--- src/rtl/uart_rx_frame.sv ---
// ============================================================================
// Module   : uart_rx_frame
// Purpose  : UART receive framing engine - sync, oversample tick, start/data/
//            parity/stop sampling, byte hand-off on a valid/ready interface.
// Revision : 1.0  initial release
// ============================================================================
`default_nettype none

module uart_rx_frame #(
    parameter int DATA_BITS  = 8,
    parameter int OVERSAMPLE = 16,
    parameter int DIV_W      = 16
) (
    input  logic                 clk,
    input  logic                 rst,
    input  logic                 rx_in,
    input  logic [DIV_W-1:0]     baud_div,
    input  logic                 parity_en,
    input  logic                 parity_odd,
    input  logic                 rx_ready,
    output logic [DATA_BITS-1:0] rx_data,
    output logic                 rx_valid,
    output logic                 frame_err,
    output logic                 parity_err,
    output logic                 overrun,
    output logic                 busy
);

    localparam int c_TW = $clog2(OVERSAMPLE);
    localparam int c_BW = $clog2(DATA_BITS + 1);
    localparam logic [c_TW-1:0] c_MID_START = c_TW'(OVERSAMPLE / 2 - 1);
    localparam logic [c_TW-1:0] c_LAST_TICK = c_TW'(OVERSAMPLE - 1);
    localparam logic [c_BW-1:0] c_LAST_BIT  = c_BW'(DATA_BITS - 1);

    typedef enum logic [2:0] {
        S_IDLE   = 3'd0,
        S_START  = 3'd1,
        S_DATA   = 3'd2,
        S_PARITY = 3'd3,
        S_STOP   = 3'd4
    } state_t;

    state_t r_state;
    state_t w_state_nxt;

    logic                 r_sync1;
    logic                 r_rx_s;
    logic                 r_rx_s_d;
    logic [DIV_W-1:0]     r_pre;
    logic [DIV_W-1:0]     r_div_m1;
    logic [c_TW-1:0]      r_tick_cnt;
    logic [c_BW-1:0]      r_bit_cnt;
    logic [DATA_BITS-1:0] r_shift;
    logic                 r_par_en;
    logic                 r_par_odd;
    logic                 r_par_bad;

    logic w_start_edge;
    logic w_tick;
    logic w_mid;
    logic w_done;

    always_ff @(posedge clk) begin
        if (rst) begin
            r_sync1  <= 1'b1;
            r_rx_s   <= 1'b1;
            r_rx_s_d <= 1'b1;
        end else begin
            r_sync1  <= rx_in;
            r_rx_s   <= r_sync1;
            r_rx_s_d <= r_rx_s;
        end
    end

    assign w_start_edge = (r_state == S_IDLE) && r_rx_s_d && !r_rx_s;
    assign w_tick       = (r_state != S_IDLE) && (r_pre == r_div_m1);
    // The start bit is sampled half a bit in; the phase is then re-zeroed so
    // every later bit is sampled a full bit period after the previous one.
    assign w_mid        = w_tick && ((r_state == S_START) ? (r_tick_cnt == c_MID_START)
                                                          : (r_tick_cnt == c_LAST_TICK));
    assign w_done       = (r_state == S_STOP) && w_mid;
    assign busy         = (r_state != S_IDLE);

    always_ff @(posedge clk) begin
        if (rst) begin
            r_state <= S_IDLE;
        end else begin
            r_state <= w_state_nxt;
        end
    end

    always_comb begin
        w_state_nxt = r_state;
        case (r_state)
            S_IDLE: begin
                if (w_start_edge) begin
                    w_state_nxt = S_START;
                end
            end
            S_START: begin
                if (w_mid) begin
                    w_state_nxt = r_rx_s ? S_IDLE : S_DATA;
                end
            end
            S_DATA: begin
                if (w_mid && (r_bit_cnt == c_LAST_BIT)) begin
                    w_state_nxt = r_par_en ? S_PARITY : S_STOP;
                end
            end
            S_PARITY: begin
                if (w_mid) begin
                    w_state_nxt = S_STOP;
                end
            end
            S_STOP: begin
                if (w_mid) begin
                    w_state_nxt = S_IDLE;
                end
            end
            default: w_state_nxt = S_IDLE;
        endcase
    end

    always_ff @(posedge clk) begin
        if (rst) begin
            r_pre      <= '0;
            r_div_m1   <= '0;
            r_tick_cnt <= '0;
            r_bit_cnt  <= '0;
            r_shift    <= '0;
            r_par_en   <= 1'b0;
            r_par_odd  <= 1'b0;
            r_par_bad  <= 1'b0;
        end else if (w_start_edge) begin
            r_pre      <= '0;
            r_tick_cnt <= '0;
            r_bit_cnt  <= '0;
            r_div_m1   <= (baud_div == '0) ? '0 : (baud_div - DIV_W'(1));
            r_par_en   <= parity_en;
            r_par_odd  <= parity_odd;
            r_par_bad  <= 1'b0;
        end else if (r_state != S_IDLE) begin
            if (w_tick) begin
                r_pre <= '0;
                if ((r_state == S_START) && w_mid) begin
                    r_tick_cnt <= '0;
                end else if (r_tick_cnt == c_LAST_TICK) begin
                    r_tick_cnt <= '0;
                end else begin
                    r_tick_cnt <= r_tick_cnt + c_TW'(1);
                end
            end else begin
                r_pre <= r_pre + DIV_W'(1);
            end
            if (w_mid && (r_state == S_DATA)) begin
                r_shift   <= {r_rx_s, r_shift[DATA_BITS-1:1]};
                r_bit_cnt <= r_bit_cnt + c_BW'(1);
            end
            if (w_mid && (r_state == S_PARITY)) begin
                r_par_bad <= ((^r_shift) ^ r_rx_s) != r_par_odd;
            end
        end
    end

    // A completed frame is only dropped when the held byte is still unaccepted.
    always_ff @(posedge clk) begin
        if (rst) begin
            rx_data    <= '0;
            rx_valid   <= 1'b0;
            frame_err  <= 1'b0;
            parity_err <= 1'b0;
            overrun    <= 1'b0;
        end else begin
            overrun <= 1'b0;
            if (w_done) begin
                if (!rx_valid || rx_ready) begin
                    rx_data    <= r_shift;
                    frame_err  <= ~r_rx_s;
                    parity_err <= r_par_en & r_par_bad;
                    rx_valid   <= 1'b1;
                end else begin
                    overrun <= 1'b1;
                end
            end else if (rx_valid && rx_ready) begin
                rx_valid <= 1'b0;
            end
        end
    end

endmodule

`default_nettype wire
--- config.mk ---
export PLATFORM = sky130hd
export DESIGN_NAME = uart_rx_frame
export DESIGN_NICKNAME = d
export VERILOG_FILES = /design/src/rtl/uart_rx_frame.sv
export SDC_FILE = /design/constraint.sdc
export NUM_CORES = 1
export LEC_CHECK = 0
export BUFFER_PORTS_ARGS = -buffer_cell sky130_fd_sc_hd__buf_2
export CORE_MARGIN = 1
export CORE_UTILIZATION = 30
export CTS_CLUSTER_DIAMETER = 100
export DETAILED_ROUTE_END_ITERATION = 6
export PLACE_DENSITY_LB_ADDON = 0.2
export SLEW_MARGIN = 0
export SYNTH_ARGS = -nofsm -noshare
export SYNTH_HDL_FRONTEND = slang
export SYNTH_SLANG_ARGS = --single-unit
--- constraint.sdc ---
create_clock -name clk -period 3.1 [get_ports clk]
set_clock_uncertainty 0.05 [all_clocks]
set_input_delay 0.465 -clock clk [delete_from_list [all_inputs] [get_ports clk]]
set_output_delay 0.465 -clock clk [all_outputs]
set_load 0.005 [all_outputs]
==> summary.md <==
The via-per-instance ratio works out to 4.68. Most common cell after layout, fill and taps aside: dfxtp_1. The first detailed-routing pass took 5 iterations.

The area added between synthesis and finish came out at 18.0%. The tools report the master cell of the clock root buffer as clkbuf_16. The fraction of the yosys area taken by sequential cells is 0.403, and the routed wirelength normalized by instance count is 12.8 microns. For this run, the leading register cell type out of synthesis is dfxtp_1.

The tool flagged a number of max-cap violations equal to 0. The floorplan has 38 rows. The run gives 1.69 nW as the static leakage. Buffers inserted to repair hold after CTS numbered 0. The clock drives 69 sinks.

For the pin with the worst max-slew slack, the measured transition is 0.641 ns. The startpoint type of the worst setup path was a register. Pin count of the biggest net entering global routing: 35. The number of cells produced by synthesis was 376; the number of flip-flops and latches in the synthesized netlist was 69. The total overflow left after global routing is 0. The count of endpoints failing setup in the final report was 0. Reg-to-reg critical path startpoint: r_pre[8].

After legalization and detailed placement, the total HPWL measured 5.15 mm. The initial antenna violation count is 0, and the final antenna-violating net count is 0. The critical path goes through xor2_1 -> nor4_1 -> and3_1 -> nand3_1 -> buf_4 -> mux2i_1. By area the synthesized netlist is led by dfxtp_1 40%, xnor2_1 7.9%, mux2i_1 6.4%. The die is 109 microns wide.

The path type of the worst min-delay path was in2reg. TritonCTS built the clock tree. The final layout contains 437 nets. The relative max-transition margin is 0.573, and the maximum buffer depth of the clock tree is 2.

The proportion of layout cells with a drive suffix above 1 came out at 0.198. At the end of routability-driven placement, the weighted congestion stood at 0.751. The all-layer global routing usage was 0.133.

Yosys printed 0 warnings. Timing would allow up to 0.400 GHz. At the worst endpoint, the required time is 3.27 ns. The power per cell area works out to 533 mW/mm^2. Along the worst path, the maximum fanout reaches 16. The kind of cell with the highest combined delay along the critical path is simple AND/OR/NAND/NOR gates. Final wirelength: 7.12 mm. Gates resized during post-CTS repair numbered 0. Met3 usage: 0.0395.

The tools report the buffer count from post-CTS setup fixing as 0. Clock latency on the worst-skew pair, taken at its later pin, is 0.33 ns. The flow ran to the end, and the final reports show no timing, DRC or antenna violations. Diode insertion count for antenna repair: 0. In this run the cell area measured after placement is 0.00372 sq mm. The top cell types in the final layout, fill and taps aside, are 69 x dfxtp_1, 40 x nand2_1, 34 x buf_2, 31 x xnor2_1, 25 x nand2b_1. The count of flip-flops with a built-in enable after synthesis is 0, and the final clock period utilization by the worst path is 0.807.

The slowest stage of the critical path is the and3_1 cell. The tools report the area enclosed by the die boundary as 0.0119 sq mm. The number of global-route vias before repair came out at 2518. The count of input and output buffers was 34.

TritonCTS created 9 clock buffers. Met1 track demand over resource in global routing: 0.175. After global routing, the most crowded layer is met2. Dividing the synthesized area by the synthesized cell count gives 9.12 sq um. The fraction of post-synthesis cell area in the top cell type by area is 0.403. Clock-pin slew was measured on the worst setup and hold paths at 0.06 ns.

The H-tree depth came out at 3. The worst setup path is of the reg2reg kind. Share of synthesized flip-flops with an asynchronous set or reset: 0. The worst setup path is captured at a register.

The worst path arrival time is 2.67 ns, and the effective utilization at floorplan is 0.312. The clock period minus worst slack came out at 2.50 ns. The worst-case IR drop observed on VDD is 0.000222 V. Die height: 109 microns.

The total negative slack was 0 ns. For the post-synthesis net count, the log shows 403. The tools report the number of hold-slack violations in the final timing report as 0.

The finished cells cover 0.00405 sq mm. The biggest area consumer among synthesized cells was dfxtp_1. The tools report the launching instance or port of the critical path as r_pre[8].

The biggest cell delay along the critical path is 0.59 ns, and the first-pass GRT wire length is 12.0 mm. The run gives 71 as the first-iteration detailed-routing DRC count. The tools report the DRC violations left as 0.

The max-slew violation count was 0. Setup repair after global routing left no endpoint under its margin. In this run the most critical hold path is launched from rx_in. Detailed routing inserted a total of 2596 vias. The logs give 35 for the number of top-level design ports and 1147 for the number of inserted filler cells in the final layout. The total area inside the core boundary comes to 0.0110 sq mm. Area of the mapped netlist: 0.00343 sq mm.

Global-route met2 utilization: 0.204. The run gives 50 as the number of distinct standard cells referenced by the synthesized netlist. The number of buffers and inverters on the critical path works out to 1.
Yosys cell counts (2+ instances only):
library cell	count
o21ai_0	12
a211oi_1	2
nor4_2	2
or2_2	4
inv_1	7
dfxtp_1	69
nor4_1	4
nand3_1	11
a41o_1	2
buf_4	3
mux2i_1	22
nand4_1	15
ha_1	5
nor2b_1	2
nor2_1	24
xor2_1	23
buf_2	3
xnor2_1	31
o21ai_2	10
nand2_1	40
o31ai_1	2
a21oi_1	9
nor3_1	10
and3_1	5
clkbuf_1	10
nand2b_1	25
worst paths after layout:
path / end / slack (ns) / cells after the start
worst min register to register: r_rx_s / 0.36 / 1
worst max register to register: r_shift[6] / 0.60 / 6
worst min-delay path: r_sync1 / 0.27 / 2
worst max-delay path: r_shift[6] / 0.60 / 6
power breakdown:
group          switching [mW]  internal (mW)
Clock                   0.400          0.713
Sequential             0.0113          0.899
Combinational          0.0796         0.0532
Total                   0.491           1.66
area by class of cell:
| type | instances | area, sq um | share of cell area |
|---|---|---|---|
| inverters | 7 | 26.3 | 0.00649 |
| well taps | 140 | 175 | 0.0433 |
| clock buffers | 10 | 229 | 0.0566 |
| repair buffers | 42 | 230 | 0.0569 |
| multi-input cells | 281 | 1910 | 0.472 |
| clock inverters | 6 | 95.1 | 0.0235 |
| flip-flops and latches | 69 | 1380 | 0.341 |
flip-flops by register name, indices dropped and copies added (netlist names):
signal and flops:
frame_err 1, overrun 1, parity_err 1, r_bit_cnt 4, r_div_m1 16, r_par_bad 1, r_par_en 1, r_par_odd 1
r_pre 16, r_rx_s 1, r_rx_s_d 1, r_shift 8, r_state 3, r_sync1 1, r_tick_cnt 4, rx_data 8
rx_valid 1
per-stage QoR:
| stage | worst slack [ns] | cells | hold slack [ns] | power [mW] | util |
|---|---|---|---|---|---|
| global route | 0.463 | 555 | 0.262 | 2.24 | 0.369 |
| global placement | 0.689 | 539 | 0.351 | 1.06 | 0.339 |
| finish | 0.598 | 555 | 0.272 | 2.16 | 0.369 |
| floorplan | 0.978 | 376 | 0.339 | 1.02 | - |
| detailed placement | 0.632 | 539 | 0.350 | 1.07 | 0.339 |
| CTS | 0.630 | 555 | 0.263 | 2.19 | 0.369 |
logic make-up after synthesis:
kind of cell | count (synthesis) | share of synthesized area
multiplexers | 22 | 0.0642
flip-flops | 69 | 0.403
adder cells (fa/ha/maj) | 5 | 0.0182
XOR/XNOR | 54 | 0.138
AND/OR/NAND/NOR | 155 | 0.245
buffers and inverters | 26 | 0.0412
AO/OA/AOI/OAI | 45 | 0.0905
per-layer routing:
metal,vias up,routed length (microns)
met3,8,215
met1,1182,3610
met4,0,98
met5,-,0
li1,1369,-
met2,37,3200
Note: power is estimated with default switching activity, not from simulation.
